`config.mk`:
```
export PLATFORM = sky130hd
export DESIGN_NAME = quad_paddle_tracker
export DESIGN_NICKNAME = d
export VERILOG_FILES = /design/src/rtl/quad_paddle_tracker.sv
export SDC_FILE = /design/constraint.sdc
export NUM_CORES = 1
export LEC_CHECK = 0
export CORE_MARGIN = 1.5
export CORE_UTILIZATION = 50
export CTS_CLUSTER_DIAMETER = 40
export DETAILED_ROUTE_END_ITERATION = 6
export GPL_ROUTABILITY_DRIVEN = 0
export HOLD_SLACK_MARGIN = 0.06
export PLACE_DENSITY = 0.73
export SKIP_CTS_REPAIR_TIMING = 1
export SLEW_MARGIN = 20
export SYNTH_ARGS = -nofsm -noshare
export SYNTH_HDL_FRONTEND = slang
export SYNTH_SLANG_ARGS = --single-unit
```
`constraint.sdc`:
```
create_clock -name clk -period 2.7 [get_ports clk]
set_input_delay 0.54 -clock clk [delete_from_list [all_inputs] [get_ports clk]]
set_output_delay 0.54 -clock clk [all_outputs]
set_load 0.01 [all_outputs]
```
`src/rtl/quad_paddle_tracker.sv`:
```
// quad_paddle_tracker
// Turns one player's raw quadrature encoder pins into a saturating paddle
// position. The pins are synchronized and glitch-filtered, legal Gray-code
// steps are decoded into +/-STEP moves, and a copy of the position is taken
// on each frame tick so the renderer never sees the paddle move mid-frame.
//
// Ports:
//   clk          system pixel clock
//   rst_n        asynchronous active-low reset
//   quad_a       raw encoder phase A (asynchronous)
//   quad_b       raw encoder phase B (asynchronous)
//   frame_tick   one-cycle pulse per frame from the sync generator
//   pos_live     tracked position, moves on every legal step
//   paddle_pos   position snapshot taken on frame_tick
//   pos_valid    one-cycle pulse when paddle_pos takes a snapshot
//   dir          direction of the last legal step (1 = up)
//   illegal_step one-cycle pulse when both phases changed together
//   err_count    saturating count of illegal steps (QUAD_ERR_CNT_EN only)
//
// Optional feature macro: QUAD_ERR_CNT_EN adds the err_count output.
module quad_paddle_tracker #(
  parameter int POS_W    = 9,
  parameter int POS_MIN  = 0,
  parameter int POS_MAX  = 440,
  parameter int POS_INIT = 200,
  parameter int STEP     = 10,
  parameter int FILT_LEN = 4
) (
  input  logic             clk,
  input  logic             rst_n,
  input  logic             quad_a,
  input  logic             quad_b,
  input  logic             frame_tick,
  output logic [POS_W-1:0] pos_live,
  output logic [POS_W-1:0] paddle_pos,
  output logic             pos_valid,
  output logic             dir,
  output logic             illegal_step
`ifdef QUAD_ERR_CNT_EN
  ,
  output logic [7:0]       err_count
`endif
);

  localparam int CntW = $clog2(FILT_LEN + 1) + 1;

  localparam logic [POS_W:0]   MaxExt     = (POS_W + 1)'(POS_MAX);
  localparam logic [POS_W:0]   LowLimExt  = (POS_W + 1)'(POS_MIN + STEP);
  localparam logic [POS_W:0]   StepExt    = (POS_W + 1)'(STEP);
  localparam logic [POS_W-1:0] MinNarrow  = POS_W'(POS_MIN);
  localparam logic [POS_W-1:0] MaxNarrow  = POS_W'(POS_MAX);
  localparam logic [POS_W-1:0] InitNarrow = POS_W'(POS_INIT);
  localparam logic [POS_W-1:0] StepNarrow = POS_W'(STEP);

  typedef enum logic {SEED, TRACK} state_t;

  logic [1:0]       syncMeta_q, syncOut_q;
  logic [1:0]       trackAb_q, trackAb_d;
  logic [CntW-1:0]  cnt_q, cnt_d;
  logic [1:0]       acc_q, acc_d;
  logic             accValid_q, accValid_d;
  logic             accStb_q, accStb_d;
  logic             pending;
  state_t           state_q;
  logic [1:0]       prevAb_q;
  logic [POS_W-1:0] pos_q, paddle_q;
  logic             dir_q, illegal_q, valid_q;
  logic [1:0]       stepDelta;
  logic [POS_W:0]   upSum;
  logic [POS_W-1:0] upPos, downPos;

  // Two-flop synchronizer, both phases packed as {A,B}.
  always_ff @(posedge clk or negedge rst_n) begin
    if (!rst_n) begin
      syncMeta_q <= 2'b00;
      syncOut_q  <= 2'b00;
    end else begin
      syncMeta_q <= {quad_a, quad_b};
      syncOut_q  <= syncMeta_q;
    end
  end

  // A candidate is pending while it differs from the accepted value, or
  // while nothing has been accepted yet so the very first pin state can seed.
  // trackAb_q remembers last cycle's candidate; any change restarts the count.
  assign pending = !accValid_q || (syncOut_q != acc_q);

  always_comb begin
    trackAb_d  = syncOut_q;
    cnt_d      = '0;
    acc_d      = acc_q;
    accValid_d = accValid_q;
    accStb_d   = 1'b0;
    if (pending) begin
      if (syncOut_q != trackAb_q) begin
        cnt_d = CntW'(1);
      end else if (cnt_q == CntW'(FILT_LEN)) begin
        acc_d      = syncOut_q;
        accValid_d = 1'b1;
        accStb_d   = 1'b1;
      end else begin
        cnt_d = cnt_q + 1'b1;
      end
    end
  end

  always_ff @(posedge clk or negedge rst_n) begin
    if (!rst_n) begin
      trackAb_q  <= 2'b00;
      cnt_q      <= '0;
      acc_q      <= 2'b00;
      accValid_q <= 1'b0;
      accStb_q   <= 1'b0;
    end else begin
      trackAb_q  <= trackAb_d;
      cnt_q      <= cnt_d;
      acc_q      <= acc_d;
      accValid_q <= accValid_d;
      accStb_q   <= accStb_d;
    end
  end

  // Gray-to-binary turns the up sequence 00,01,11,10 into 0,1,2,3, so the
  // modulo-4 difference is 1 for up, 3 for down and 2 for a double-bit jump.
  function automatic logic [1:0] gray2bin(input logic [1:0] g);
    return {g[1], g[1] ^ g[0]};
  endfunction

  assign stepDelta = gray2bin(acc_q) - gray2bin(prevAb_q);

  // Saturation uses one extra bit so pos+STEP cannot wrap before the clamp.
  assign upSum   = {1'b0, pos_q} + StepExt;
  assign upPos   = (upSum > MaxExt) ? MaxNarrow : upSum[POS_W-1:0];
  assign downPos = ({1'b0, pos_q} < LowLimExt) ? MinNarrow : (pos_q - StepNarrow);

  // Step-tracking FSM: SEED swallows the first accepted value so reset
  // release never produces a move; TRACK decodes every later change.
  always_ff @(posedge clk or negedge rst_n) begin
    if (!rst_n) begin
      state_q   <= SEED;
      prevAb_q  <= 2'b00;
      pos_q     <= InitNarrow;
      dir_q     <= 1'b0;
      illegal_q <= 1'b0;
    end else begin
      illegal_q <= 1'b0;
      if (accStb_q) begin
        prevAb_q <= acc_q;
        case (state_q)
          SEED: state_q <= TRACK;
          TRACK: begin
            case (stepDelta)
              2'd1: begin
                pos_q <= upPos;
                dir_q <= 1'b1;
              end
              2'd3: begin
                pos_q <= downPos;
                dir_q <= 1'b0;
              end
              2'd2: illegal_q <= 1'b1;
              default: ;
            endcase
          end
          default: state_q <= SEED;
        endcase
      end
    end
  end

  // Frame snapshot takes the position as it stood before this edge.
  always_ff @(posedge clk or negedge rst_n) begin
    if (!rst_n) begin
      paddle_q <= InitNarrow;
      valid_q  <= 1'b0;
    end else begin
      valid_q <= frame_tick;
      if (frame_tick) begin
        paddle_q <= pos_q;
      end
    end
  end

`ifdef QUAD_ERR_CNT_EN
  logic [7:0] errCnt_q;

  always_ff @(posedge clk or negedge rst_n) begin
    if (!rst_n) begin
      errCnt_q <= 8'd0;
    end else if (illegal_q && (errCnt_q != 8'hFF)) begin
      errCnt_q <= errCnt_q + 8'd1;
    end
  end

  assign err_count = errCnt_q;
`endif

  assign pos_live     = pos_q;
  assign paddle_pos   = paddle_q;
  assign pos_valid    = valid_q;
  assign dir          = dir_q;
  assign illegal_step = illegal_q;

endmodule

```
* Word level (Yosys, flattened, before mapping)
Cells that the tools add are included.
** Word-level totals
- Output and inout port bits :: 21
- Register bits :: 38
- Input bits :: 5
- Word-level logic and storage cells :: 47
** Operators by class
- Add/subtract/negate cells :: 4
- Reduce and logical (&&, ||, !) cells :: 5
- Mux-type cells :: 13
- Bitwise operators :: 3
- $lt $le $gt $ge :: 2
- Eq/ne operators :: 6
** Operator list (count)
- $mux W9 :: 2
- $pmux W9 S2 :: 1
- $mux W4 :: 3
- $add A9 B4 Y10 const B :: 1
- $gt A10 B9 Y1 const B :: 1
- $lt A9 B4 Y1 const B :: 1
- $sub A9 B4 Y9 const B :: 1
- $mux W1 :: 6
- $reduce_and A3 Y1 :: 2
- $add A4 B1 Y4 const B :: 1
- $eq A2 B2 Y1 const B :: 2
- $eq A4 B3 Y1 const B :: 1
- $ne A2 B2 Y1 :: 2
- $eq A2 B1 Y1 const B :: 1
- $pmux W1 S2 :: 1
- $reduce_bool A2 Y1 :: 1
- $sub A2 B2 Y2 :: 1
- $xor A1 B1 Y1 :: 2
- $logic_not A1 Y1 :: 1
- $logic_or A1 B1 Y1 :: 1
- $not A1 Y1 :: 1

* Depth between registers and ports, before layout
Gate-level depths: netlist of run 1.
- Word-level depth :: 6
- Gate-level depth with buffers :: 9
- Depth with buffers taken out :: 7

* Worst setup path before layout of run 1
Ideal clock, no wire load.
- Path kind :: reg-to-reg
- Start point :: reg pos_q[1] (netlist: pos_live[1])
- End point :: reg pos_q[6] (netlist: pos_live[6])
- Path slack :: 0.624 ns
- Period minus slack after synthesis :: 2.076 ns
- Path buffers :: 1
- Required time :: 2.619 ns
- Library setup time :: 0.081 ns
- Data arrival time :: 1.995 ns
- Stages on the path, launching flop included :: 8
- Path through :: dfrtp_1 -> clkbuf_1 -> inv_1 -> ha_1 -> nor2b_1 -> o311ai_4 -> or4_1 -> o211ai_1
** Between the ends
- Longest elaborated chain between the ends :: 4
- Elaborated cells between the ends (all ways) :: 7
- Classes of those cells :: add/sub (2); order compare (2); mux (3)
** Ends and longest elaborated chain
- start: declaration :: RTL line 66 : logic [POS_W-1:0] pos_q, paddle_q;
- start signal: assignment :: RTL line 142 : pos_q <= InitNarrow;
- start signal: assignment :: RTL line 154 : pos_q <= upPos;
- start signal: assignment :: RTL line 158 : pos_q <= downPos;
- $add A9 B4 Y10 :: RTL line 132 : assign upSum = {1'b0, pos_q} + StepExt;
- $gt A10 B9 Y1 :: RTL line 133 : assign upPos = (upSum > MaxExt) ? MaxNarrow : upSum[POS_W-1:0];
- $mux W9 :: RTL line 133
- $pmux W9 S2 * :: RTL line 152 : case (stepDelta)
Every way passes the cells marked *; elsewhere a longest branch is shown, timed or not.
A chain may end at the register's enable or synchronous reset.

* Final worst setup path of run 1
- Start point :: reg pos_q[4] (netlist: pos_live[4])
- End point :: reg pos_q[4] (netlist: pos_live[4])
The elaborated chain is that of the path after synthesis.

==> results.md, run 1 <==
- Worst Setup SP: pos_live[4]$_DFFE_PN0P_
- Seq/Total Area, Yosys: ~47%
- Metal1 wirelength: about 1800 µm
- Fillers: 310
- Die H: between 60 and 70 µm
- Final number of max-transition violations: 0
- Outcome: finished clean
- Final number of hold-violating endpoints: 0
- Max clock buf depth: 2
- CTS Buf Count: 5
- Avg Inst Size Synth: 10.6 µm²
- WP buf/inv: 0
- Clock transition at the registers of the reported paths: approximately 0.070 ns
- Worst Hold End: syncOut_q[0]$_DFF_PN0_
- Io pins: 26
- HP Class: flop to flop
- Die footprint: ~4300 µm²
- MaxCap Viol Count: 0
- Grt ovf: 0
- Pin count of the biggest net entering global routing: 37
- Met2 wire len: 1930 µm
- R2r startpoint: pos_live[4]$_DFFE_PN0P_
- Site row count: 22
- Routed len/inst: 15.9 µm
- Most frequent cells in the layout: dfrtp_1, clkdlybuf4s50_1, mux2_2
- Pwr Density: ~450 nW/µm²
- Post-synth EDFFs: 0
- Post-DP HPWL: roughly 2900 µm
- Critical path class: flop to flop
- Clock Sinks: 36
- Worst skew pair latency: ~0.29 ns
- Top Layer Used: met4
- Max incr delay on CP: 0.74 ns
- Initial antenna violation count: 0
- Slew @ Worst Pin: 0.616 ns
- DR WL met3: 243 µm
- TritonCTS clock tree: done
- Cells on worst reg2reg path: 5
- Setup TNS: 0 ns
- Yosys reg bits: 36
- # port buffers: 23
- Vias per cell: between 5 and 6
- Root Buffer: clkbuf_8
- H-tree levels: 2
- Antenna Nets Post-Route: 0
- Max FO, Critical Path: 17
- Placeable Area: ~3700 µm²
- Count of cell types in the netlist: just over 50
- Area delta synth->final: 17.5%
- Final setup violation count: 0
- Tot Pwr: approximately 1.0 mW
- Crit path cell chain: or4_1, o311ai_4, o32ai_1, a22oi_2, o21ai_1
- Post-synth top flop: dfrtp_1
- Initial Util: about 53%
- P_leak: between 1 and 1.5 nW
- N_diodes: 0
- CP Capture Type: flop
- Fin crit period: between 2 and 2.5 ns
- Post-Syn Instances: between 150 and 200
- Number of cells after detailed placement: 246
- Total GRT Usage: 21.2%
- CP max stage cell: or4_1
- Period utilisation layout: 83.5%
- First-pass GRT wire length: a little under 7000 µm
- Warnings, synthesis: 0
- Critical path's top delay family: compound AO/OA/AOI/OAI gates
- R2r setup slk: about 0.45 ns
- Initial DRC count: 50
- Layout Skew: 0.00831 ns
- Residual DRC: 0
- Relative slew slack: between 50% and 60%
- Crit path DAT: roughly 2.4 ns
- R2r endpoint: pos_live[4]$_DFFE_PN0P_
- Die X-Extent: between 60 and 70 µm
- Fin cells: about 250
- Maximum achievable frequency: 0.444 GHz
- Pre-antenna DRT Iters: 4
- WP data required: 2.87 ns
- Vias in the first global route: around 1.4k
- Layout cell share with drive strength beyond 1: between 10% and 20%
- Fin nets: between 200 and 250
- Post-Syn Area: between 1500 and 2000 µm²
- RSZ-0062 raised after global routing: no
- Crit start category: flop
- Synth async-reset ratio: 100%
- Min-delay src: syncMeta_q[0]$_DFF_PN0_
- Hold Crit Depth: 0
- Post-Route WL: slightly above 4000 µm
- Peak VDD IR: about 0.00030 V
- Total number of vias: 1447
- Most common cell after layout, fill and taps aside: dfrtp_1
[worst register-to-register path, delay by kind of cell (launching register included)]
family / cells / cell delay [ns]
flops: 1 / 0.57
compound gates: 4 / 0.83
simple gates: 1 / 0.75
[Yosys cell counts (all sizes together) (4+ instances only)]
cell	n	area (µm²)
o21ai	10	53.8
mux2	13	146
or2	4	25.0
nand3	7	35.0
ha	5	62.6
nor2	10	37.5
nor3	5	25.0
buf	6	41.3
xnor2	5	43.8
dfstp	6	158
clkbuf	8	30.0
a21oi	8	40.0
nor2b	5	31.3
dfrtp	30	751
inv	6	22.5
nand2	12	45.0
[flip-flops by register name, indices dropped and copies added, names as in the netlist]
signal	flops
prevAb_q	2
pos_valid	1
accStb_q	1
accValid_q	1
dir	1
illegal_step	1
cnt_q	4
trackAb_q	2
syncMeta_q	2
state_q	1
pos_live	8
acc_q	2
syncOut_q	2
paddle_pos	8
[report_power, final]
part | internal (mW) | leakage, nW | switching [mW] | total (mW)
Combinational | 0.0400 | 0.500 | 0.0437 | 0.0837
Clock | 0.179 | 0.0479 | 0.189 | 0.369
Sequential | 0.558 | 0.459 | 0.0171 | 0.575
Total | 0.777 | 1.01 | 0.250 | 1.03
[metal layers]
metal  vias to the layer above  global-route usage (%)
met1                       686                    29.1
met2                        55                    32.9
met3                        11                    5.48
met5                         -                       0
li1                        695                       -
met4                         0                    7.03
[worst max path at each step]
stage          slack, ns  cells past startpoint                      end
2_1_floorplan       0.62                      7  pos_live[6]$_DFFE_PN1P_
3_3_place_gp        0.53                      5  pos_live[2]$_DFFE_PN0P_
3_5_place_dp        0.48                      5  pos_live[4]$_DFFE_PN0P_
4_1_cts             0.46                      5  pos_live[4]$_DFFE_PN0P_
5_1_grt             0.29                      6  pos_live[5]$_DFFE_PN0P_
6_report            0.45                      5  pos_live[4]$_DFFE_PN0P_
[area by class of cell]
| type | instances | area (µm²) | share of cell area (%) |
|---|---|---|---|
| clock inverters | 3 | 18.8 | 0.820 |
| repair buffers | 27 | 260 | 11.4 |
| inverters | 6 | 22.5 | 0.984 |
| clock buffers | 5 | 68.8 | 3.01 |
| multi-input cells | 129 | 950 | 41.5 |
| well taps | 48 | 60.1 | 2.62 |
| flip-flops and latches | 36 | 908 | 39.7 |
[per-stage QoR]
step                hold slack (ns)  instance area (µm²)  setup WS [ns]  utilization, %
floorplan                     0.244                 1950          0.624               -
CTS                           0.357                 2290          0.459            62.0
detailed placement            0.339                 2200          0.476            59.7
global route                  0.358                 2290          0.289            62.0
finish                        0.353                 2290          0.447            62.0
global placement              0.331                 2200          0.534            59.7
[cells by family (layout without fill, tap and decap cells)]
logic type / after synthesis / after routing / share of synthesized area, %
other: 1 / 2 / 0.192
AOI/OAI and AO/OA: 40 / 40 / 15.2
muxes: 14 / 14 / 8.03
DFF: 36 / 36 / 46.6
xor gates and xnor gates: 10 / 10 / 5.97
and+or+nand+nor: 58 / 58 / 16.0
buffers and inverters: 20 / 41 / 4.82
adders and majority gates: 5 / 5 / 3.21
(Power assumes the default switching activity.)
==> run 2: changes to the inputs <==
==> constraint.sdc (replaced) <==
create_clock -name clk -period 2.3 [get_ports clk]
set_input_delay 0.46 -clock clk [delete_from_list [all_inputs] [get_ports clk]]
set_output_delay 0.46 -clock clk [all_outputs]
set_load 0.01 [all_outputs]
==> run 2 against run 1 <==
Fmax up 4.2%. Power up 20%. Sequential power up 17%. Count of clock-buffer cells in the layout up 1. Global-route usage up 0.45 points. Critical path depth up 1. First-iteration DRC count up 20%. Non-clock buffer count up 4. Via count up 4.2%.
==> results.md, run 2 (synthesis results as in run 1) <==
- Routed len/inst: 15.5 µm (was 15.9 µm)
- CP Capture Type: flop (unchanged)
- Antenna Nets Post-Route: 0 (unchanged)
- Final number of max-transition violations: 0 (unchanged)
- Die X-Extent: 65.4 µm (unchanged)
- # port buffers: 23 (unchanged)
- Initial DRC count: 60 (was 50)
- Vias in the first global route: 1472 (was 1384)
- TritonCTS clock tree: done (unchanged)
- Slew @ Worst Pin: 0.565 ns (was 0.616 ns)
- WP data required: 2.47 ns (was 2.87 ns)
- Max FO, Critical Path: 11 (was 17)
- Clock Sinks: 36 (unchanged)
- Multi-input gate area: 950 µm² (unchanged)
- Final Core Density: 63.0% (was 62.0%)
- Outcome: finished clean (unchanged)
- First-pass GRT wire length: 6890 µm (was 6850 µm)
- Die footprint: 4280 µm² (unchanged)
- RSZ-0062 raised after global routing: no (unchanged)
- Post-Route WL: 4000 µm (was 4030 µm)
- Cells on worst reg2reg path: 6 (was 5)
- Clock transition at the registers of the reported paths: 0.07 ns (about the same)
- Max clock buf depth: 2 (unchanged)
- Tot Pwr: 1.24 mW (was 1.03 mW)
- Hold Crit Depth: 0 (unchanged)
- Period utilisation layout: 94.0% (was 83.5%)
- Pwr Density: 532 nW/µm² (was 449 nW/µm²)
- Crit path DAT: 2.33 ns (was 2.43 ns)
- Residual DRC: 0 (unchanged)
- Sw frac: 23.7% (was 24.3%)
- Most frequent cells in the layout: dfrtp_1, clkdlybuf4s50_1, mux2_2 (unchanged)
- Hold_ws: 0.352 ns (was 0.353 ns)
- Met2 wire len: 1890 µm (was 1930 µm)
- Post-DP HPWL: 2850 µm (was 2950 µm)
- Placed cell area: 2230 µm² (was 2200 µm²)
- Metal1 wirelength: 1730 µm (was 1790 µm)
- Sw power: 0.293 mW (was 0.250 mW)
- Layout cell share with drive strength beyond 1: 20.5% (was 18.9%)
- Vias per cell: 5.84 (was 5.70)
- Register share of total power: 54.5% (was 56.0%)
- Die H: 65.4 µm (unchanged)
- Final cell area excluding filler cells: 2320 µm² (was 2290 µm²)
- Io pins: 26 (unchanged)
- Fin nets: 219 (was 215)
- Setup TNS: 0 ns (unchanged)
- Layout Skew: 0.00743 ns (was 0.00831 ns)
- Most common cell after layout, fill and taps aside: dfrtp_1 (unchanged)
- FF/Latch Area: 908 µm² (unchanged)
- Top Layer Used: met4 (unchanged)
- Clock share of power: 37.0% (was 35.9%)
- Total GRT Usage: 21.7% (was 21.2%)
- Crit start category: flop (unchanged)
- Comb power frac: 8.5% (was 8.1%)
- Fillers: 319 (was 310)
- Final number of hold-violating endpoints: 0 (unchanged)
- Peak VDD IR: 0.000410 V (was 0.000301 V)
- Pre-antenna DRT Iters: 4 (unchanged)
- Number of cells after detailed placement: 250 (was 246)
- Placeable Area: 3690 µm² (unchanged)
- Worst Slack Setup Final: 0.137 ns (was 0.447 ns)
- Grt ovf: 0 (unchanged)
- Initial Util: 52.8% (unchanged)
- Fin crit period: 2.16 ns (was 2.25 ns)
- Area delta synth->final: 19.3% (was 17.5%)
- Relative slew slack: 61.3% (was 57.9%)
- P_leak: 1.03 nW (was 1.01 nW)
- Critical path class: flop to flop (unchanged)
- Pre-CTS setup slack: 0.215 ns (was 0.476 ns)
- Worst skew pair latency: 0.29 ns (about the same)
- Fin cells: 258 (was 254)
- R2r setup slk: 0.14 ns (was 0.45 ns)
- N_diodes: 0 (unchanged)
- CTS Buf Count: 5 (unchanged)
- MaxCap Viol Count: 0 (unchanged)
- Root Buffer: clkbuf_8 (unchanged)
- H-tree levels: 2 (unchanged)
- Site row count: 22 (unchanged)
- Total number of vias: 1508 (was 1447)
- HP Class: flop to flop (unchanged)
- Maximum achievable frequency: 0.462 GHz (was 0.444 GHz)
- Internal: 0.944 mW (was 0.777 mW)
- Pin count of the biggest net entering global routing: 37 (unchanged)
- Initial antenna violation count: 0 (unchanged)
- Final setup violation count: 0 (unchanged)
- DR WL met3: 289 µm (was 243 µm)
==> run 2: cell count changes in the layout (fill, tap and decap cells not counted), sizes merged <==
cell | previous run | this run
buf | 4 | 8
clkbuf | 5 | 6
clkinv | 3 | 2
==> run 2: path summary, 6_finish.rpt <==
check	from	endpoint
hold / removal	syncMeta_q[0]$_DFF_PN0_	syncOut_q[0]$_DFF_PN0_
setup / recovery	pos_live[1]$_DFFE_PN0P_	pos_live[5]$_DFFE_PN0P_
hold reg to reg	syncMeta_q[0]$_DFF_PN0_	syncOut_q[0]$_DFF_PN0_
setup reg to reg	pos_live[1]$_DFFE_PN0P_	pos_live[5]$_DFFE_PN0P_
min in group asynchronous	rst_n	pos_live[4]$_DFFE_PN0P_
max in group asynchronous	rst_n	paddle_pos[3]$_DFFE_PN1P_
==> run 2: power by group through the flow <==
stage	clock [mW]	combinational, mW	sequential [mW]
2_1_floorplan	0	0.0721	0.680
5_1_grt	0.492	0.118	0.677
6_report	0.457	0.105	0.674
4_1_cts	0.470	0.107	0.674
3_3_place_gp	0	0.101	0.683
3_5_place_dp	0	0.106	0.685
==> run 2: cell type report <==
type	count	share of cell area [%]
sequential	36	39.1
clock inverter	2	0.431
inverter	6	0.969
timing repair buffer	31	12.5
clock buffer	6	3.55
multi-input combinational	129	40.9
tap	48	2.58
==> run 2: layer usage <==
metal  track usage, %  up-vias
met4             10.7        0
met5                0        -
met1             28.2      728
met2             33.7       63
li1                 -      706
met3             5.48       11
==> run 2: worst max-delay path, cell delays in order, from the launching register on <==
cell       delay (ns)
dfrtp_1          0.48
ha_1             0.28
nor2_1           0.19
o21ai_0          0.16
a2111oi_0        0.58
a211o_1          0.24
a31oi_1          0.09
